$ cat config.mk
export PLATFORM = sky130hd
export DESIGN_NAME = control_multiciclo
export DESIGN_NICKNAME = d
export VERILOG_FILES = /design/src/rtl/control_multiciclo.sv
export SDC_FILE = /design/constraint.sdc
export NUM_CORES = 1
export LEC_CHECK = 0
export ABC_AREA = 0
export CORE_ASPECT_RATIO = 0.9
export CORE_MARGIN = 5
export CORE_UTILIZATION = 24
export CTS_BUF_LIST = sky130_fd_sc_hd__clkbuf_4 sky130_fd_sc_hd__clkbuf_8
export DETAILED_ROUTE_END_ITERATION = 7
export SKIP_LAST_GASP = 1
export SLEW_MARGIN = 40
export SYNTH_ARGS = -nofsm -noshare
export SYNTH_HDL_FRONTEND = slang
export SYNTH_SLANG_ARGS = --single-unit
$ cat constraint.sdc
create_clock -name clk -period 3.36 [get_ports clk]
set_input_delay 0.336 -clock clk [delete_from_list [all_inputs] [get_ports clk]]
set_output_delay 0.336 -clock clk [all_outputs]
set_load 0.05 [all_outputs]
$ cat src/rtl/control_multiciclo.sv
// -----------------------------------------------------------------------------
// control_multiciclo
// Multi-cycle controller for a small MIPS R-type datapath. One instruction is
// taken through IDLE -> DECODE -> READ -> EXEC -> WRITE, so a new word can be
// accepted every five cycles.
//
// Parameters
//   DATA_W          register data width
//   ADDR_W          register address width
// Ports
//   clk             sole clock, rising edge
//   rst_n           asynchronous active-low reset
//   instruction     R-type word (opcode, rs, rt, rd, funct)
//   instr_valid     instruction present
//   instr_ready     high only in IDLE; acceptance = instr_valid & instr_ready
//   data_register_1 register bank read data for rs
//   data_register_2 register bank read data for rt
//   read_address_1  rs address, held from DECODE through WRITE
//   read_address_2  rt address, held from DECODE through WRITE
//   write_address   rd address for the write-back
//   data_write      write-back data
//   write_enable    one-cycle write strobe in WRITE (suppressed when rd = 0)
//   illegal         one-cycle pulse in DECODE for an unsupported word
//   retired_count   16-bit count of WRITE-state cycles (PERF_COUNT_EN only)
//
// Optional feature: define PERF_COUNT_EN to add the retired_count port.
// -----------------------------------------------------------------------------
module control_multiciclo #(
   parameter int DATA_W = 32,
   parameter int ADDR_W = 5
) (
   input  logic              clk,
   input  logic              rst_n,
   input  logic [31:0]       instruction,
   input  logic              instr_valid,
   output logic              instr_ready,
   input  logic [DATA_W-1:0] data_register_1,
   input  logic [DATA_W-1:0] data_register_2,
   output logic [ADDR_W-1:0] read_address_1,
   output logic [ADDR_W-1:0] read_address_2,
   output logic [ADDR_W-1:0] write_address,
   output logic [DATA_W-1:0] data_write,
   output logic              write_enable,
   output logic              illegal
`ifdef PERF_COUNT_EN
   ,
   output logic [15:0]       retired_count
`endif
);

   localparam logic [5:0] FUNCT_ADD = 6'h20;
   localparam logic [5:0] FUNCT_SUB = 6'h22;
   localparam logic [5:0] FUNCT_AND = 6'h24;
   localparam logic [5:0] FUNCT_OR  = 6'h25;
   localparam logic [5:0] FUNCT_SLT = 6'h2A;

   typedef enum logic [2:0] {
      IDLE,
      DECODE,
      READ,
      EXEC,
      WRITE
   } state_t;

   state_t            state;
   logic [4:0]        instr_rd;
   logic [5:0]        instr_funct;
   logic [DATA_W-1:0] op_a;
   logic [DATA_W-1:0] op_b;
   logic [DATA_W-1:0] result;

   // The shift-amount field has no meaning for the supported operations.
   logic unused_shamt;
   assign unused_shamt = ^instruction[10:6];

   // The result register is the write-back data path.
   assign data_write = result;

   function automatic logic is_legal(input logic [31:0] word);
      logic funct_ok;
      funct_ok = (word[5:0] == FUNCT_ADD) || (word[5:0] == FUNCT_SUB) ||
                 (word[5:0] == FUNCT_AND) || (word[5:0] == FUNCT_OR)  ||
                 (word[5:0] == FUNCT_SLT);
      return (word[31:26] == 6'd0) && funct_ok;
   endfunction

   function automatic logic [DATA_W-1:0] alu(input logic [5:0]        funct,
                                             input logic [DATA_W-1:0] a,
                                             input logic [DATA_W-1:0] b);
      logic [DATA_W-1:0] r;
      r = '0;
      case (funct)
         FUNCT_ADD: r = a + b;
         FUNCT_SUB: r = a - b;
         FUNCT_AND: r = a & b;
         FUNCT_OR:  r = a | b;
         FUNCT_SLT: r = {{(DATA_W-1){1'b0}}, ($signed(a) < $signed(b))};
         default:   r = '0;
      endcase
      return r;
   endfunction

   // Legality is judged on the acceptance edge so the illegal pulse is
   // already registered while the FSM sits in DECODE; DECODE then only has
   // to look at that flag to decide between READ and the return to IDLE.
   // write_enable is set on the EXEC->WRITE edge so the bank samples it on
   // the edge four cycles after acceptance.
   always_ff @(posedge clk or negedge rst_n) begin
      if (!rst_n) begin
         state          <= IDLE;
         instr_ready    <= 1'b1;
         instr_rd       <= '0;
         instr_funct    <= '0;
         op_a           <= '0;
         op_b           <= '0;
         result         <= '0;
         read_address_1 <= '0;
         read_address_2 <= '0;
         write_address  <= '0;
         write_enable   <= 1'b0;
         illegal        <= 1'b0;
`ifdef PERF_COUNT_EN
         retired_count  <= '0;
`endif
      end else begin
         write_enable <= 1'b0;
         illegal      <= 1'b0;
         case (state)
            IDLE: begin
               if (instr_valid) begin
                  instr_rd       <= instruction[15:11];
                  instr_funct    <= instruction[5:0];
                  read_address_1 <= ADDR_W'(instruction[25:21]);
                  read_address_2 <= ADDR_W'(instruction[20:16]);
                  illegal        <= !is_legal(instruction);
                  instr_ready    <= 1'b0;
                  state          <= DECODE;
               end
            end
            DECODE: begin
               if (illegal) begin
                  instr_ready <= 1'b1;
                  state       <= IDLE;
               end else begin
                  state <= READ;
               end
            end
            READ: begin
               op_a  <= data_register_1;
               op_b  <= data_register_2;
               state <= EXEC;
            end
            EXEC: begin
               result        <= alu(instr_funct, op_a, op_b);
               write_address <= ADDR_W'(instr_rd);
               write_enable  <= (instr_rd != 5'd0);
               state         <= WRITE;
            end
            WRITE: begin
               instr_ready <= 1'b1;
               state       <= IDLE;
`ifdef PERF_COUNT_EN
               retired_count <= retired_count + 16'd1;
`endif
            end
            default: begin
               instr_ready <= 1'b1;
               state       <= IDLE;
            end
         endcase
      end
   end

endmodule

# Word-level counts from Yosys, hierarchy flattened
# Index checks and enable logic that the tools add are counted.
# W data, S select, Z words.
totals:
  reg_bits: 128
  input_bits: 99
  out_inout_bits: 50
  wordCells: 55
classes:
  add_sub_neg: 2
  order_cmp: 1
  n_eq_ne: 15
  muxes: 10
  bitwise: 3
  reduce_logical: 12
op_table:
  columns: ["op", "count"]
  rows:
  - ["$pmux W32 S5", 1]
  - ["$eq A6 B6 Y1 const B", 10]
  - ["$add A32 B32 Y32", 1]
  - ["$and A32 B32 Y32", 1]
  - ["$lt A32 B32 Y1", 1]
  - ["$or A32 B32 Y32", 1]
  - ["$sub A32 B32 Y32", 1]
  - ["$pmux W3 S4", 1]
  - ["$eq A3 B2 Y1 const B", 2]
  - ["$logic_not A6 Y1", 1]
  - ["$mux W1", 5]
  - ["$reduce_bool A5 Y1", 1]
  - ["$logic_or A1 B1 Y1", 4]
  - ["$ne A2 B2 Y1 const B", 2]
  - ["$eq A3 B1 Y1 const B", 1]
  - ["$logic_not A3 Y1", 1]
  - ["$mux W3", 1]
  - ["$pmux W1 S3", 1]
  - ["$reduce_and A3 Y1", 1]
  - ["$mux W2", 1]
  - ["$reduce_and A2 Y1", 1]
  - ["$reduce_or A2 Y1", 1]
  - ["$logic_and A1 B1 Y1", 1]
  - ["$logic_not A1 Y1", 1]
  - ["$not A1 Y1", 1]

# Depth between registers and ports, before layout
# Gate-level depths: netlist of run 1.
depth:
  word_depth: 9
  mapped_depth: 13
  mapped_depth_nobuf: 13

# Worst setup path before layout of run 1
# OpenSTA, ideal clock, no wires.
synth_timing:
  path_type: "reg-to-reg"
  startpoint: "register op_a[7]"
  endpoint: "register result[24] (netlist: data_write[24])"
  setup_time_ns: 0.122
  arrival_ns: 2.872
  required_time_ns: 3.238
  path_slack_ns: 0.366
  stages_incl_launch_ff: 14
  n_path_buf: 1
  period_less_slack_ns: 2.994
  cell_sequence: "dfrtp_1 inv_1 ha_1 buf_6 or4_4 nand3b_4 o211ai_2 o21a_4 o2111ai_2 a2111oi_1 o31a_1 o41a_1 o211ai_2 a32o_1"
synth_via:
  elab_chain_len: 2
synth_lines:
  columns: ["item", "line_no", "text"]
  rows:
  - ["from (decl)", "68", "logic [DATA_W-1:0] op_a;"]
  - ["from (signal assigned)", "149", "op_a <= data_register_1;"]
  - ["$sub A32 B32 Y32 / $add A32 B32 Y32 (equally long branches)", "94, 93", null]
  - ["$pmux W32 S5 *", "92", "case (funct)"]
  - ["to (signal assigned)", "154", "result <= alu(instr_funct, op_a, op_b);"]
  - ["to (decl)", "70", "logic [DATA_W-1:0] result;"]
# Every way passes the cells marked *; elsewhere a longest branch is shown, timed or not.
# A chain may end at the register's enable or synchronous reset.

# Final worst setup path of run 1
layout_timing:
  startpoint: "register op_b[1]"
  endpoint: "register result[29] (netlist: data_write[29])"
layout_via:
  elab_chain_len: 2
layout_lines:
  columns: ["item", "line_no", "text"]
  rows:
  - ["from (decl)", "69", "logic [DATA_W-1:0] op_b;"]
  - ["from (signal assigned)", "150", "op_b <= data_register_2;"]
  - ["$sub A32 B32 Y32 / $add A32 B32 Y32 (equally long branches)", "94, 93", null]
  - ["$pmux W32 S5 *", "92", null]
# Marked as above.

==> run metrics, run 1 <==
Fillers=4,173; GRT Overall Usage=0.142; Total Routed Length=31,500 um; number of synthesized flops with an enable pin=0; # H-tree levels=4; Leakage=5.43 nW; Top Layer Used=met4; Async S/R FF share, synth=1.00; core area=39,400 um2; DR vias/cell=4.78; most frequent cell after synthesis=dfrtp_1; die width=220 um; reg2reg setup slack=0.04 ns; Ports=149; critical-path maximum fanout=4; met2 wire len=14,500 um; met3 wire len=2010 um; global route overflow=0; dominant synthesized flop cell=dfrtp_1; Setup WS pre-CTS=-0.0524 ns; M1 WL=14,300 um; Post-Synth XOR/XNOR Area=0.0221; pins over their slew limit=0; max-cap violations=0; minimum clock period=3.32 ns; die area=43,700 um2; commonest cells in the netlist=127 x dfrtp_1, 118 x nand2_1, 110 x o21ai_0, 103 x inv_1, 101 x ha_1; Synth Area in Adders=0.137; post-synthesis cell count=1,136; clk_lat worst skew=0.47 ns; clock buffer count from CTS=17; gp weighted congestion=0.870; final worst slack=0.0436 ns; Startpoint Class=flip-flop; worst slew pin tran=0.731 ns; Tcrit/Tclk final=0.987; fin util=0.319; synth top area cells=dfrtp_1 33%, ha_1 13%, o21ai_0 5.8%; DRT Pass-1 Iters=5; clk buf depth=2; main combinational cell family by area after synthesis=compound AO/OA/AOI/OAI gates; status=complete, no violations; Worst Hold Class=primary input to async pin; Hold Slack=0.389 ns; WP data required=3.70 ns; Crit. End Element=flip-flop; final setup vio count=0; Rows=69; Root Driver=clkbuf_8; post-detailed-route count of antenna-violating nets=0; Clk pin slew, worst setup/hold paths=0.09 ns; Area growth syn-to-layout=32.0%; DRC viols=0; via count=8,804; VDD IR max=0.376 mV; Fin. Hold Viols=0; Netlist cell types=77; Crit Path Class=flip-flop to flip-flop; Simple-Gate Fraction of Synth Area=0.147; vias in the first global route=8,924; Compound-Gate Fraction of Synth Area=0.246; post-synthesis sequential area ratio=0.337; Setup TNS Final=0 ns; Max transition margin=0.513; IO buf count=143; DP Wirelength=23,600 um; post-synthesis average cell area=8.37 um2; initial core utilization=0.242; initial antenna violation count=0; top cell type's share of synthesized area=0.334; Die Ht=199 um; Clock Sinks=128; Initial DRC Count=629; ANT cells=0; PD cells=1220 nW/um2; FMAX=302 MHz; flops & latches, synth=128; Syn Nets=1,338; synthesized area=9510 um2; mux share of post-synthesis cell area=0.0416; CTS tree=done; Worst Clk Skew=0.0160 ns; mean routed wirelength per cell=17.1 um; layout cells sized above 1=0.132; Critical Path AT=3.66 ns; Synth warnings=0; Final nets=1,499; largest area contributor in the netlist=dfrtp_1; pin count of the biggest net entering global routing=129; first-pass GRT wire length=49,300 um
worst max-delay path, cell delays in order, from the launching register on:
cell	delay [ns]
dfrtp_1	0.37
inv_1	0.11
ha_4	0.29
o21ba_4	0.15
o21ba_4	0.16
o311ai_4	0.09
a311o_2	0.46
a21oi_4	0.23
nor4b_4	0.10
or2_1	0.26
buf_4	0.16
a2111oi_0	0.49
o22a_1	0.23
a31oi_1	0.08
kinds of logic after synthesis:
logic type	Yosys count
buf+inv	173
xor+xnor	24
fa+ha+maj	103
compound gates	364
simple gates	307
flops	128
mux	37
layout by cell type, fill, tap and decap left out, types with 21 or more instances in the layout:
cell type	n
clkdlybuf4s50_1	142
dfrtp_1	126
nand2_1	118
o21ai_0	108
inv_1	101
nor2_1	96
a21oi_1	95
ha_1	90
buf_4	60
nor3_1	25
clkbuf_8	21
sequential cells by signal, indices dropped and copies added (netlist names):
name and cells:
data_write 32, op_a 32, op_b 32, instr_funct 6, instr_rd 5, read_address_1 5
read_address_2 5, write_address 5, state 3, illegal 1, instr_ready 1, write_enable 1
what timing repair did:
item                                    CTS  global route
hold buffers                              1             0
endpoints found under the setup margin    4            13
gates resized for setup                   3            47
buffers inserted                          0             8
pin swaps                                 0            20
hold endpoints to repair                 50             0
layer usage:
| layer | vias to the layer above | GRT usage |
|---|---|---|
| met5 | - | 0 |
| met4 | 0 | 0.0428 |
| met3 | 37 | 0.0359 |
| met2 | 229 | 0.224 |
| met1 | 4240 | 0.194 |
| li1 | 4298 | - |
cell type report:
class	count	area (um2)	share of cell area
clock buffer	21	289	0.0230
sequential	128	3210	0.255
inverter	109	409	0.0326
tap	532	666	0.0530
clock inverter	11	153	0.0122
timing repair buffer	206	1920	0.153
multi-input combinational	835	5910	0.471
power by group:
group          switching [mW]  internal (mW)  leakage, nW
logic                    6.59           4.34         3.63
registers               0.573           2.27         1.58
clock network           0.694          0.819        0.215
per-stage QoR:
step,instance area (um2),power [mW],instances
final,12600,15.3,1842
after global routing,12600,16.5,1842
after CTS,12300,14.7,1836
after detailed placement,11800,13.1,1803
after global placement,11800,13.0,1803
after floorplan,9510,9.90,1136
final timing paths:
check | from | to | depth (start not counted)
setup / recovery | op_b[1] | data_write[29] | 13
hold / removal | rst_n | data_write[13] | 2
setup reg to reg | op_b[1] | data_write[29] | 13
hold reg to reg | write_address[1] | write_address[1] | 2
max in group asynchronous | rst_n | op_a[3] | 3
min in group clk | data_register_1[10] | op_a[10] | 3
Note: power is estimated with default switching activity, not from simulation.
==> inputs of run 2 (changes only) <==
Settings changed: HOLD_SLACK_MARGIN set to 0.08.
Clock period 3.36 ns to 4.2 ns, I/O delays scaled along.
==> run 2 against run 1 <==
  * Final cell count fell by 2.7%
  * Global-route usage fell by 0.67 points
  * Worst setup slack improved by 0.52 ns
  * Critical path type unchanged
  * Largest power group unchanged
  * Critical path depth fell by 1
  * First-iteration DRC count rose by 16%
==> run metrics, run 2 (synthesis gave the netlist of run 1 again) <==
Worst Path Buf+Inv=1 (-1); reg2reg setup slack=0.57 ns (+0.52 ns); status=complete, no violations; Area growth syn-to-layout=25.1%; GRT Overall Usage=0.136 (-0.00669); Initial DRC Count=730 (+16%); Rows=69 (unchanged); clk_lat worst skew=0.47 ns (about the same); vias in the first global route=8,367 (-6.2%); die width=220 um (unchanged); most frequent CP cell=o21ba_1; Crit Path Class=flip-flop to flip-flop; VDD IR max=0.309 mV (-18%); FMAX=275 MHz (-8.7%); initial antenna violation count=1 (+1); final setup vio count=0 (unchanged); Startpoint Class=flip-flop; initial core utilization=0.242 (unchanged); core area=39,400 um2 (unchanged); Tcrit/Tclk final=0.865 (-0.122); first-pass GRT wire length=46,900 um (-4.9%); slowest CP cell=nor4b_2; final worst slack=0.566 ns (+0.523 ns); pins over their slew limit=0 (unchanged); Setup WS pre-CTS=0.604 ns (+0.656 ns); Max transition margin=0.470 (-0.0423); hold path endpoint=write_address[2]; Worst Hold Depth=2; area of the multi-input gates=5680 um2 (-3.8%); Fin. Hold Viols=0 (unchanged); Leakage=5.14 nW (-5.2%); mean routed wirelength per cell=16.9 um (-0.99%); setup bufs post-CTS=0 (unchanged); CTS tree=done; Worst Reg2Reg Path Length in Cells=12 (-1); Fillers=4,224 (+1.2%); minimum clock period=3.63 ns (+0.317 ns); post-detailed-route count of antenna-violating nets=0 (unchanged); max-cap violations=0 (unchanged); Worst Hold Class=flip-flop to flip-flop; via count=8,619 (-2.1%); worst flop-to-flop path startpoint=op_a[1]; commonest non-fill, non-tap cell in the layout=clkdlybuf4s50_1; pin count of the biggest net entering global routing=129 (unchanged); clock buffer count from CTS=17 (unchanged); CP delay by family, top=compound AO/OA/AOI/OAI gates; post_cts resized=0 (-3); WP data required=4.53 ns (+0.83 ns); Final nets=1,449 (-3.3%); Die Ht=199 um (unchanged); DR vias/cell=4.81 (+0.63%); Clk pin slew, worst setup/hold paths=0.08 ns (about the same); min-delay src=write_address[2]; clk buf depth=2 (unchanged); DRC viols=0 (unchanged); Hold Buf Count CTS=1 (unchanged); Critical Path AT=3.96 ns (+0.30 ns); Worst Clk Skew=0.0116 ns (-0.00437 ns); DRT Pass-1 Iters=6 (+1); commonest non-fill, non-tap cells in the layout=142 x clkdlybuf4s50_1, 126 x dfrtp_1, 118 x nand2_1; worst slew pin tran=0.790 ns (+0.0592 ns); die area=43,700 um2 (unchanged); RSZ-0062 raised after global routing=no; max incr delay on CP=0.48 ns (about the same); ANT cells=0 (unchanged); Clock Sinks=128 (unchanged); # H-tree levels=4 (unchanged); Setup TNS Final=0 ns (unchanged); critical-path maximum fanout=4 (unchanged); Ports=149 (unchanged); critical path, cell by cell=inv_1 > ha_1 > o21ba_1 > o21ba_1 > o311ai_1 > a311o_2 > a21oi_4 > nor4b_2 > or2_1 > a41oi_1 > a2111oi_0 > a31oi_1; RR Endpoint=data_write[29]; gp weighted congestion=0.924 (+6.2%); IO buf count=143 (unchanged); global route overflow=0 (unchanged); PD cells=935 nW/um2 (-23%); FF/Latch Area=3210 um2 (unchanged); Total Routed Length=30,300 um (-3.7%); layout cells sized above 1=0.0754 (-0.0567); Root Driver=clkbuf_8; Crit. End Element=flip-flop; DP Wirelength=22,500 um (-4.8%)
==> run 2: cell types whose count changed in the layout (fill, tap and decap cells not counted), moves of 3 or more <==
cell	previous run	this run
a2111oi_0	8	11
buf_4	60	11
clkbuf_8	21	18
clkinv_2	1	4
ha_1	90	101
ha_2	5	0
ha_4	6	0
==> run 2: worst max-delay path by stage <==
stage | start | to | cells after the start
after global placement | op_a[1] | data_write[29] | 12
after CTS | op_a[1] | data_write[29] | 12
after detailed placement | op_a[1] | data_write[29] | 12
after floorplan | op_a[7] | data_write[24] | 13
final | op_a[1] | data_write[29] | 12
after global routing | op_b[1] | data_write[29] | 12
==> run 2: power breakdown <==
part,switching [mW],internal [mW]
logic,4.96,2.83
clock network,0.547,0.549
registers,0.426,1.82
total,5.93,5.20
==> run 2: area by class of cell <==
| cell class | count | share of cell area |
|---|---|---|
| Multi-Input combinational cell | 835 | 0.477 |
| Clock inverter | 13 | 0.0117 |
| Timing Repair Buffer | 156 | 0.130 |
| Sequential cell | 128 | 0.269 |
| Clock buffer | 19 | 0.0214 |
| Tap cell | 532 | 0.0559 |
| Inverter | 109 | 0.0344 |
==> run 2: stage by stage <==
stage,cell area (um2),hold slack (ns),cells,util,power [mW]
after global routing,11900,0.473,1792,0.302,12.1
after CTS,11900,0.454,1792,0.302,11.1
final,11900,0.486,1792,0.302,11.1
after detailed placement,11500,0.467,1759,0.292,9.97
after floorplan,9510,0.124,1136,-,7.92
after global placement,11500,0.464,1758,0.292,9.84
==> run 2: per-layer routing <==
metal / up-vias / track usage / share of wire
met5: - / 0 / 0.00043
li1: 4206 / - / -
met1: 4121 / 0.185 / 0.46
met3: 46 / 0.0362 / 0.067
met4: 2 / 0.0451 / 0.023
met2: 244 / 0.209 / 0.45
==> run 2: worst min-delay path: cells and delay by family, from the launching register on <==
family	cells	cell delay, ns
and+or+nand+nor	2	0.11
DFF	1	0.35
==> inputs of run 3 (changes only) <==
Settings changed: PLACE_DENSITY_LB_ADDON set to 0.3.
==> run 3 against run 2 <==
  * Flip-flop and latch count did not move
  * Final cell count barely moved
  * Routed wire length rose by 1.5%
  * Die area did not move
  * Non-clock buffer count rose by 1
  * Utilization barely moved
  * Global-route usage rose by 0.41 points
  * Critical endpoint unchanged
==> run metrics, run 3 (synthesis gave the netlist of run 1 again) <==
PD cells=941 nW/um2 (+0.62%); Hold Slack=0.457 ns (-0.0290 ns); DRT Pass-1 Iters=5 (-1); reg2reg setup slack=0.48 ns (-0.09 ns); gp weighted congestion=0.865 (-6.4%); worst slew pin tran=0.822 ns (+0.0313 ns); Worst Reg2Reg Path Length in Cells=12 (unchanged); clk buf depth=2 (unchanged); FMAX=269 MHz (-2.3%); RR Endpoint=data_write[29]; Root Driver=clkbuf_8; initial antenna violation count=1 (unchanged); # H-tree levels=4 (unchanged); final worst slack=0.480 ns (-0.0861 ns); commonest non-fill, non-tap cell in the layout=clkdlybuf4s50_1; pins over their slew limit=0 (unchanged); Clk pin slew, worst setup/hold paths=0.09 ns (about the same); DP Wirelength=22,600 um (+0.84%); WP data required=4.54 ns (about the same); fin area=11,900 um2 (+0.11%); CP delay by family, top=compound AO/OA/AOI/OAI gates; Startpoint Class=flip-flop; critical-path maximum fanout=4 (unchanged); global route overflow=0 (unchanged); clk_lat worst skew=0.48 ns (about the same); worst flop-to-flop path startpoint=op_a[1]; mean routed wirelength per cell=17.2 um (+1.5%); IO buf count=143 (unchanged); area of the multi-input gates=5670 um2 (-0.26%); Comb power frac=0.697 (-0.003); most frequent CP cell=o21ba_1; Die Ht=199 um (unchanged); Ports=149 (unchanged); Fin. Hold Viols=0 (unchanged); Total Routed Length=30,800 um (+1.5%); Hold Buf Count CTS=1 (unchanged); CP endpoint=data_write[29]; fin util=0.303 (+0.000318); Worst Hold Class=primary input to async pin; Critical Path AT=4.06 ns (+0.10 ns); dpl cell area=11,500 um2 (about the same); DRC viols=0 (unchanged); final setup vio count=0 (unchanged); internal power=5.25 mW (+1.1%); Clock Sinks=128 (unchanged); layout cells sized above 1=0.0753 (about the same); post_cts resized=0 (unchanged); setup bufs post-CTS=0 (unchanged); VDD IR max=0.300 mV (-2.8%); Setup WS pre-CTS=0.562 ns (-0.0417 ns); die area=43,700 um2 (unchanged); status=complete, no violations; max incr delay on CP=0.54 ns (+0.06 ns); ANT cells=0 (unchanged); Initial DRC Count=657 (-10%); RSZ-0062 raised after global routing=no; DR vias/cell=4.78 (-0.72%); GRT Overall Usage=0.140 (+0.00412); Crit Path Class=flip-flop to flip-flop; FF/Latch Area=3210 um2 (unchanged); max-cap violations=0 (unchanged); initial core utilization=0.242 (unchanged); Fillers=4,201 (-0.54%); vias in the first global route=8,478 (+1.3%); Rows=69 (unchanged); post-detailed-route count of antenna-violating nets=0 (unchanged); slowest CP cell=nor4b_2; via count=8,562 (-0.66%); Sequential Power Share=0.200 (-0.002); first-pass GRT wire length=48,200 um (+2.8%); die width=220 um (unchanged); minimum clock period=3.72 ns (+0.0861 ns); clock share of power=0.103 (+0.005); pin count of the biggest net entering global routing=129 (unchanged); Net Sw Frac=0.531 (-0.00171); CTS tree=done; critical path, cell by cell=inv_1 > ha_1 > o21ba_1 > o21ba_1 > o311ai_1 > a311o_2 > a21oi_4 > nor4b_2 > or2_1 > a41oi_1 > a2111oi_0 > a31oi_1; Worst Path Buf+Inv=1 (unchanged); Setup TNS Final=0 ns (unchanged); Critical path origin=op_a[1]; CP Depth=12 (unchanged); core area=39,400 um2 (unchanged); switching power=5.95 mW (+0.40%); Final nets=1,450 (+0.069%); commonest non-fill, non-tap cells in the layout=142 x clkdlybuf4s50_1, 126 x dfrtp_1, 118 x nand2_1; Leakage=5.15 nW (about the same); Tcrit/Tclk final=0.886 (+0.0205); Area growth syn-to-layout=25.3%; Worst Clk Skew=0.0156 ns (+0.00401 ns); Max transition margin=0.445 (-0.0249); Crit. End Element=flip-flop; clock buffer count from CTS=17 (unchanged)
## run 3: changes by cell type in the layout (fill, tap and decap cells not counted), sizes merged
| cell | change |
|---|---|
| clkinvlp | +2 |
| clkinv | -1 |
| clkbuf | -1 |
| inv | -1 |
| bufinv | +1 |
| buf | +1 |
## run 3: final cells by class
type	instances	share of cell area
clock buffers	18	0.0208
clock inverters	14	0.0140
inverters	109	0.0343
multi-input cells	835	0.476
flip-flops and latches	128	0.269
well taps	532	0.0559
repair buffers	157	0.130
## run 3: stage by stage
| stage | std cells | power [mW] |
|---|---|---|
| after floorplan | 1136 | 7.92 |
| after global placement | 1760 | 9.95 |
| after detailed placement | 1760 | 10.0 |
| after CTS | 1793 | 11.2 |
| after global routing | 1793 | 12.2 |
| final | 1793 | 11.2 |
## run 3: power groups by stage
stage                     Sequential (mW)  Combinational, mW  Clock [mW]
after floorplan                      2.85               5.07           0
after global routing                 2.32               8.63        1.25
after detailed placement             2.26               7.75           0
final                                2.24               7.81        1.16
after CTS                            2.24               7.79        1.21
after global placement               2.23               7.72           0
## run 3: worst min-delay path by stage
stage | from | end | slack (ns)
after global routing | data_register_2[30] | op_b[30] | 0.47
after floorplan | rst_n | data_write[0] | 0.12
final | rst_n | data_write[13] | 0.46
after CTS | data_register_1[25] | op_a[25] | 0.45
after global placement | rst_n | data_write[12] | 0.42
after detailed placement | rst_n | data_write[12] | 0.42
## run 3: metal layers
layer,vias to the layer above,global-route usage,part of all wire
met1,4146,0.198,0.49
met3,24,0.0347,0.056
met5,-,0,0
li1,4207,-,-
met2,185,0.215,0.45
met4,0,0.0335,0.012
